`src/rtl/arith_unit_serial.sv`:
```
// arith_unit_serial: bit-serial (CHUNK bits per cycle) adder/subtractor.
// An operation is captured in IDLE, its slices are added LSB first over
// N = WIDTH/CHUNK RUN cycles with a registered carry between slices, and the
// result and flags are published on the edge that enters DONE.
//
// Handshake: start is a request that is sampled only while the unit is idle
// (busy=0, done=0); there is no ready output, so a start seen in RUN or DONE is
// simply dropped. busy is high for exactly the N RUN cycles, and done pulses
// for one cycle once f/cout/ovf/zero/neg carry the new result. Those outputs
// then hold until the next result or reset. state_dbg exposes the FSM state.
// WIDTH must be an integer multiple of CHUNK.
module arith_unit_serial #(
    parameter int WIDTH = 8,
    parameter int CHUNK = 2
) (
    input  logic             clk,
    input  logic             rst_n,
    input  logic             start,
    input  logic [1:0]       s,
    input  logic             cin,
    input  logic [WIDTH-1:0] a,
    input  logic [WIDTH-1:0] b,
    output logic             busy,
    output logic             done,
    output logic [WIDTH-1:0] f,
    output logic             cout,
    output logic             ovf,
    output logic             zero,
    output logic             neg,
    output logic [1:0]       state_dbg
);

    localparam int N  = WIDTH / CHUNK;
    localparam int CW = (N > 1) ? $clog2(N) : 1;

    localparam logic [1:0] IDLE = 2'd0;
    localparam logic [1:0] RUN  = 2'd1;
    localparam logic [1:0] DONE = 2'd2;

    localparam logic [CW-1:0] LAST = CW'(N - 1);

    logic [1:0]       state;
    logic [CW-1:0]    cnt;
    logic             carry;
    logic [WIDTH-1:0] opa;
    logic [WIDTH-1:0] opb;
    logic [WIDTH-1:0] acc;

    logic [WIDTH-1:0]       b_eff;
    logic [CHUNK-1:0]       slice_a;
    logic [CHUNK-1:0]       slice_b;
    logic [CHUNK:0]         slice_sum;
    logic                   msb_carry_in;
    logic [WIDTH+CHUNK-1:0] acc_cat;
    logic [WIDTH-1:0]       new_acc;

    // Second operand chosen by the op select: 0, B, ~B (subtract), all-ones (decrement).
    always_comb begin
        b_eff = '0;
        case (s)
            2'b00:   b_eff = '0;
            2'b01:   b_eff = b;
            2'b10:   b_eff = ~b;
            default: b_eff = '1;
        endcase
    end

    // One slice of the ripple sum; the new slice is shifted in at the top of acc,
    // so after N slices the LSB slice has arrived at bit 0.
    always_comb begin
        slice_a      = opa[CHUNK-1:0];
        slice_b      = opb[CHUNK-1:0];
        slice_sum    = {1'b0, slice_a} + {1'b0, slice_b} + {{CHUNK{1'b0}}, carry};
        // Carry into the slice's top bit; on the last slice this is the carry into bit WIDTH-1.
        msb_carry_in = slice_a[CHUNK-1] ^ slice_b[CHUNK-1] ^ slice_sum[CHUNK-1];
        acc_cat      = {slice_sum[CHUNK-1:0], acc};
        new_acc      = acc_cat[WIDTH+CHUNK-1:CHUNK];
    end

    // FSM, operand shift registers and result registers.
    always_ff @(posedge clk or negedge rst_n) begin
        if (!rst_n) begin
            state <= IDLE;
            cnt   <= '0;
            carry <= 1'b0;
            opa   <= '0;
            opb   <= '0;
            acc   <= '0;
            f     <= '0;
            cout  <= 1'b0;
            ovf   <= 1'b0;
            zero  <= 1'b0;
            neg   <= 1'b0;
        end else begin
            case (state)
                IDLE: begin
                    if (start) begin
                        opa   <= a;
                        opb   <= b_eff;
                        carry <= cin;
                        cnt   <= '0;
                        acc   <= '0;
                        state <= RUN;
                    end
                end
                RUN: begin
                    opa   <= opa >> CHUNK;
                    opb   <= opb >> CHUNK;
                    carry <= slice_sum[CHUNK];
                    acc   <= new_acc;
                    cnt   <= cnt + 1'b1;
                    if (cnt == LAST) begin
                        state <= DONE;
                        f     <= new_acc;
                        cout  <= slice_sum[CHUNK];
                        ovf   <= msb_carry_in ^ slice_sum[CHUNK];
                        zero  <= ~|new_acc;
                        neg   <= new_acc[WIDTH-1];
                    end
                end
                DONE: begin
                    state <= IDLE;
                end
                default: begin
                    state <= IDLE;
                end
            endcase
        end
    end

    assign busy      = (state == RUN);
    assign done      = (state == DONE);
    assign state_dbg = state;

endmodule
```
`config.mk`:
```
export PLATFORM = sky130hd
export DESIGN_NAME = arith_unit_serial
export DESIGN_NICKNAME = d
export VERILOG_FILES = /design/src/rtl/arith_unit_serial.sv
export SDC_FILE = /design/constraint.sdc
export NUM_CORES = 1
export LEC_CHECK = 0
export CAP_MARGIN = 15
export CORE_ASPECT_RATIO = 1.4
export CORE_MARGIN = 8
export CORE_UTILIZATION = 50
export CTS_BUF_LIST = sky130_fd_sc_hd__clkbuf_16
export CTS_CLUSTER_DIAMETER = 80
export DETAILED_ROUTE_END_ITERATION = 16
export DONT_BUFFER_PORTS = 1
export PLACE_DENSITY = 0.64
export SYNTH_ARGS = -nofsm -noshare
export SYNTH_HDL_FRONTEND = slang
export SYNTH_SLANG_ARGS = --single-unit
```
`constraint.sdc`:
```
create_clock -name clk -period 2.1 [get_ports clk]
set_input_delay 0.315 -clock clk [delete_from_list [all_inputs] [get_ports clk]]
set_output_delay 0.315 -clock clk [all_outputs]
set_load 0.01 [all_outputs]
```
# Word-level counts from Yosys, hierarchy flattened
# Cells that the tools add are included.
# word_totals
register_bits	41
# classes
addsub	3
eq_ne	7
mux	14
n_bitwise	4
n_reduce_logical	8
# ops
operator	n
$pmux W8 S2	3
$mux W8	3
$pmux W8 S3	1
$not A8 Y8	1
$pmux W2 S2	2
$reduce_or A8 Y1	1
$eq A2 B2 Y1 const B	3
$mux W2	3
$reduce_and A2 Y1	3
$eq A2 B1 Y1 const B	2
$logic_not A2 Y1	2
$add A2 B2 Y3	1
$add A3 B1 Y3	1
$xor A1 B1 Y1	3
$add A2 B1 Y2 const B	1
$ne A2 B1 Y1 const B	1
$ne A2 B2 Y1 const B	1
$pmux W1 S2	1
$reduce_bool A2 Y1	1
$logic_not A1 Y1	1
$mux W1	1

# Longest topological paths before layout
# depth
ltp_word	4
mapped_depth	6
ltp_nobuf	6

# Least setup slack after synthesis
# No wires, ideal clock.
# synth_timing
path_kind	register -> register
startpoint	register carry
endpoint	register ovf
setup_ps	124
t_arrival_ps	1703
setup_slack_ps	273
path_stages_with_launch	7
cell_sequence	dfrtp_1 inv_1 fa_1 fa_1 xor2_1 xnor2_1 o21ai_1
# synth_via
elab_chain_len	3
# synth_rtl
item	line	rtl
start, declared	44	logic carry;
start signal, assigned	100	carry <= cin;
start signal, assigned	109	carry <= slice_sum[CHUNK];
$add A3 B1 Y3 (*)	73	slice_sum = {1'b0, slice_a} + {1'b0, slice_b} + {{CHUNK{1'b0}}, carry};
$xor A1 B1 Y1	75	msb_carry_in = slice_a[CHUNK-1] ^ slice_b[CHUNK-1] ^ slice_sum[CHUNK-1];
$xor A1 B1 Y1 (*)	116	ovf <= msb_carry_in ^ slice_sum[CHUNK];
end signal, assigned	116	
end, declared	27	output logic ovf,
# Every way passes the cells marked *; elsewhere a longest branch is shown, timed or not.
# A chain may end at the register's enable or synchronous reset.

# Final worst setup path
# Same ends and word-level chain as after synthesis.

==> reports/metrics.csv <==
metric,value,unit
ANT cells,0,
FF-to-FF Start,carry$_DFFE_PN0P_,
"Arr. time, crit path",2.07,ns
endpoints failing hold,0,
ys flop type,dfrtp_1,
leakage,0.922,nW
hold-fix buffer count after cts,2,
hold path depth,1,
Iter 0 DRT Violations,45,
worst reg2reg setup slack,0.18,ns
overall routing resource usage,12.9,%
crit path max fanout,4,
hpwl dp,2470,um
final worst-path cycle share,91.6,%
Post-synth EDFFs,0,
Final setup viols,0,
# Max-Cap Violations,0,
combinational power share,35.7,%
CTS root buf,clkbuf_16,
Clock Skews,0.00400,ns
Placed Cells,184,
drt pass-1 iters,4,
initial core utilization,52.6,%
Die Width,66.4,um
CTS buffer count,5,
global-route wire length before repair,5880,um
cells on worst reg2reg path,6,
sequential share of the synthesized area,53.5,%
Post-Syn Area per Cell,11.6,um^2
CTS tree,yes,
peak supply drop,0.957,mV
min Tclk post-route,1.92,ns
die area,5750,um^2
vias per cell,5.71,
fin cells,194,
Sw Ratio,36.3,%
sequential cell fraction of total power,41.7,%
Clock transition at path regs,0.05,ns
WL/cell,17.4,um
largest net degree at the start of global routing,39,
post-CTS setup repair buffer count,0,
"FFs w/ async S/R, synth",100,%
worst hold path startpoint,a[6],
CTS H-tree depth,2,
outcome,completed,
Die H,86.6,um
Placer Congestion,0.691,
# IOs,38,
pwr dens,1560,nW/um^2
actual slew at the worst max-slew pin,0.943,ns
Crit Path Category,reg -> reg,
cell internal pwr,1.93,mW
Pins Over Slew Limit,0,
hold endpoint,opa[6]$_DFFE_PN0P_,
Sink Count,38,
port buffer count,0,
post-CTS sizing,0,
Cell Rows,25,
Layout area overhead,9.29,%
final WL,3380,um
crit end category,flip-flop,
GRT Residual Overflow,0,
Antenna Violating Nets Remaining,0,
Worst Path Required,2.25,ns
total number of vias,1108,
Nets,179,
DRC,0,
share of cells above drive strength 1,13.6,%
maximum clock insertion buffer count,2,
unrepaired setup endpoints after global routing,false,
Max Freq,0.520,GHz
worst hold path class,in -> reg,
clock latency on the worst-skew pair,0.27,ns
"Cell Area, Synth",1780,um^2
startpoint types,flip-flop,
vias in the first global route,1260,
synthesized instance count,153,
Max-slew headroom,37.0,%
Yosys cell types,34,
total core area,3380,um^2
Fill cells,291,
Synthesis Warnings,0,
r2r endpoint,ovf$_DFFE_PN0P_,
hold_ws,0.176,ns
post-synthesis register bit count,38,
P_sw,1.10,mW
Post-Route Setup TNS,0,ns
power share of the clock group,22.6,%
syn_nets,179,
initial antenna violation count,0,
==> stage by stage <==
stage          cell area, um^2  setup WS (ns)  total power, mW  utilization, %
2_1_floorplan             1780          0.273             2.18               -
3_3_place_gp              1780          0.228             2.33            52.6
3_5_place_dp              1780          0.177             2.37            52.6
4_1_cts                   1940          0.165             3.08            57.5
5_1_grt                   1940         0.0628             3.30            57.5
6_report                  1940          0.176             3.03            57.5
==> worst max-delay path, cell delays in order (launching register included) <==
cell and delay [ns]:
dfrtp_1 0.35, inv_1 0.06, fa_1 0.43, fa_1 0.57, xor2_1 0.18, xnor2_1 0.14, o21ai_1 0.07
==> cells in the mapped netlist, types with 3 or more instances <==
| library cell | count | area (um^2) |
|---|---|---|
| inv_1 | 5 | 18.8 |
| buf_2 | 6 | 30.0 |
| nand2_1 | 15 | 56.3 |
| a221o_1 | 4 | 40.0 |
| mux2_1 | 6 | 67.6 |
| a22o_1 | 7 | 61.3 |
| nor2_1 | 3 | 11.3 |
| and3b_1 | 6 | 52.6 |
| nor2_2 | 5 | 31.3 |
| o21ai_1 | 11 | 55.1 |
| dfrtp_1 | 38 | 951 |
| a21oi_1 | 9 | 45.0 |
| mux2i_1 | 8 | 80.1 |
==> power groups by stage <==
stage / Sequential, mW / Combinational (mW) / Clock (mW)
3_3_place_gp: 1.27 / 1.05 / 0
2_1_floorplan: 1.22 / 0.963 / 0
5_1_grt: 1.31 / 1.25 / 0.740
3_5_place_dp: 1.29 / 1.08 / 0
4_1_cts: 1.27 / 1.11 / 0.704
6_report: 1.26 / 1.08 / 0.685
==> layout make-up <==
type                            count  area, um^2  area share, %
Tap cell                           40        50.0           2.58
Inverter                            7        26.3           1.35
Multi-Input combinational cell     96         726           37.3
Clock inverter                      3        12.5          0.644
Sequential cell                    38         951           48.9
Clock buffer                        5         125           6.44
Timing Repair Buffer                5        52.6           2.70
==> layer usage <==
layer | vias up | GRT usage [%] | part of all wire [%]
li1 | 535 | - | -
met1 | 536 | 15.1 | 41
met5 | - | 0 | 0
met2 | 35 | 21.6 | 50
met3 | 2 | 3.87 | 7.6
met4 | 0 | 4.09 | 0.65
==> registers in the layout, summed over array words and instances (netlist names) <==
name,flops
carry,1
opa,8
opb,8
cnt,2
state_dbg,2
f,8
cout,1
zero,1
ovf,1
acc,6
==> cell usage in the layout (no fill, tap or decap), types with 2 or more instances in the layout <==
master	synthesis	layout
nor2_1	3	3
fa_1	2	2
a221o_1	4	4
inv_2	2	2
inv_1	5	6
o21ai_1	11	11
o221ai_2	2	2
o22ai_1	2	2
clkbuf_16	0	5
and3b_1	6	6
dfrtp_1	38	38
a21oi_1	9	9
nor2_2	5	5
a22o_1	7	7
nand2_1	15	15
buf_4	2	3
mux2_1	6	6
mux2i_1	8	8
ha_1	2	2
o21ai_0	2	2
==> worst max-delay path by stage <==
stage | startpoint | slack, ns | to | depth (start not counted)
3_3_place_gp | carry$_DFFE_PN0P_ | 0.23 | ovf$_DFFE_PN0P_ | 6
4_1_cts | carry$_DFFE_PN0P_ | 0.16 | ovf$_DFFE_PN0P_ | 6
6_report | carry$_DFFE_PN0P_ | 0.18 | ovf$_DFFE_PN0P_ | 6
2_1_floorplan | carry$_DFFE_PN0P_ | 0.27 | ovf$_DFFE_PN0P_ | 6
5_1_grt | carry$_DFFE_PN0P_ | 0.06 | ovf$_DFFE_PN0P_ | 6
3_5_place_dp | carry$_DFFE_PN0P_ | 0.18 | ovf$_DFFE_PN0P_ | 6
==> logic make-up (layout without fill, tap and decap cells) <==
kind of cell | Yosys count | count (layout) | synth area share (%)
simple gates | 37 | 37 | 12.7
flops | 38 | 38 | 53.5
compound gates | 39 | 39 | 15.2
xor+xnor | 2 | 2 | 0.985
buf+inv | 19 | 20 | 5.70
mux | 14 | 14 | 8.30
fa+ha+maj | 4 | 4 | 3.66
Power figures use the tool's default switching activity.
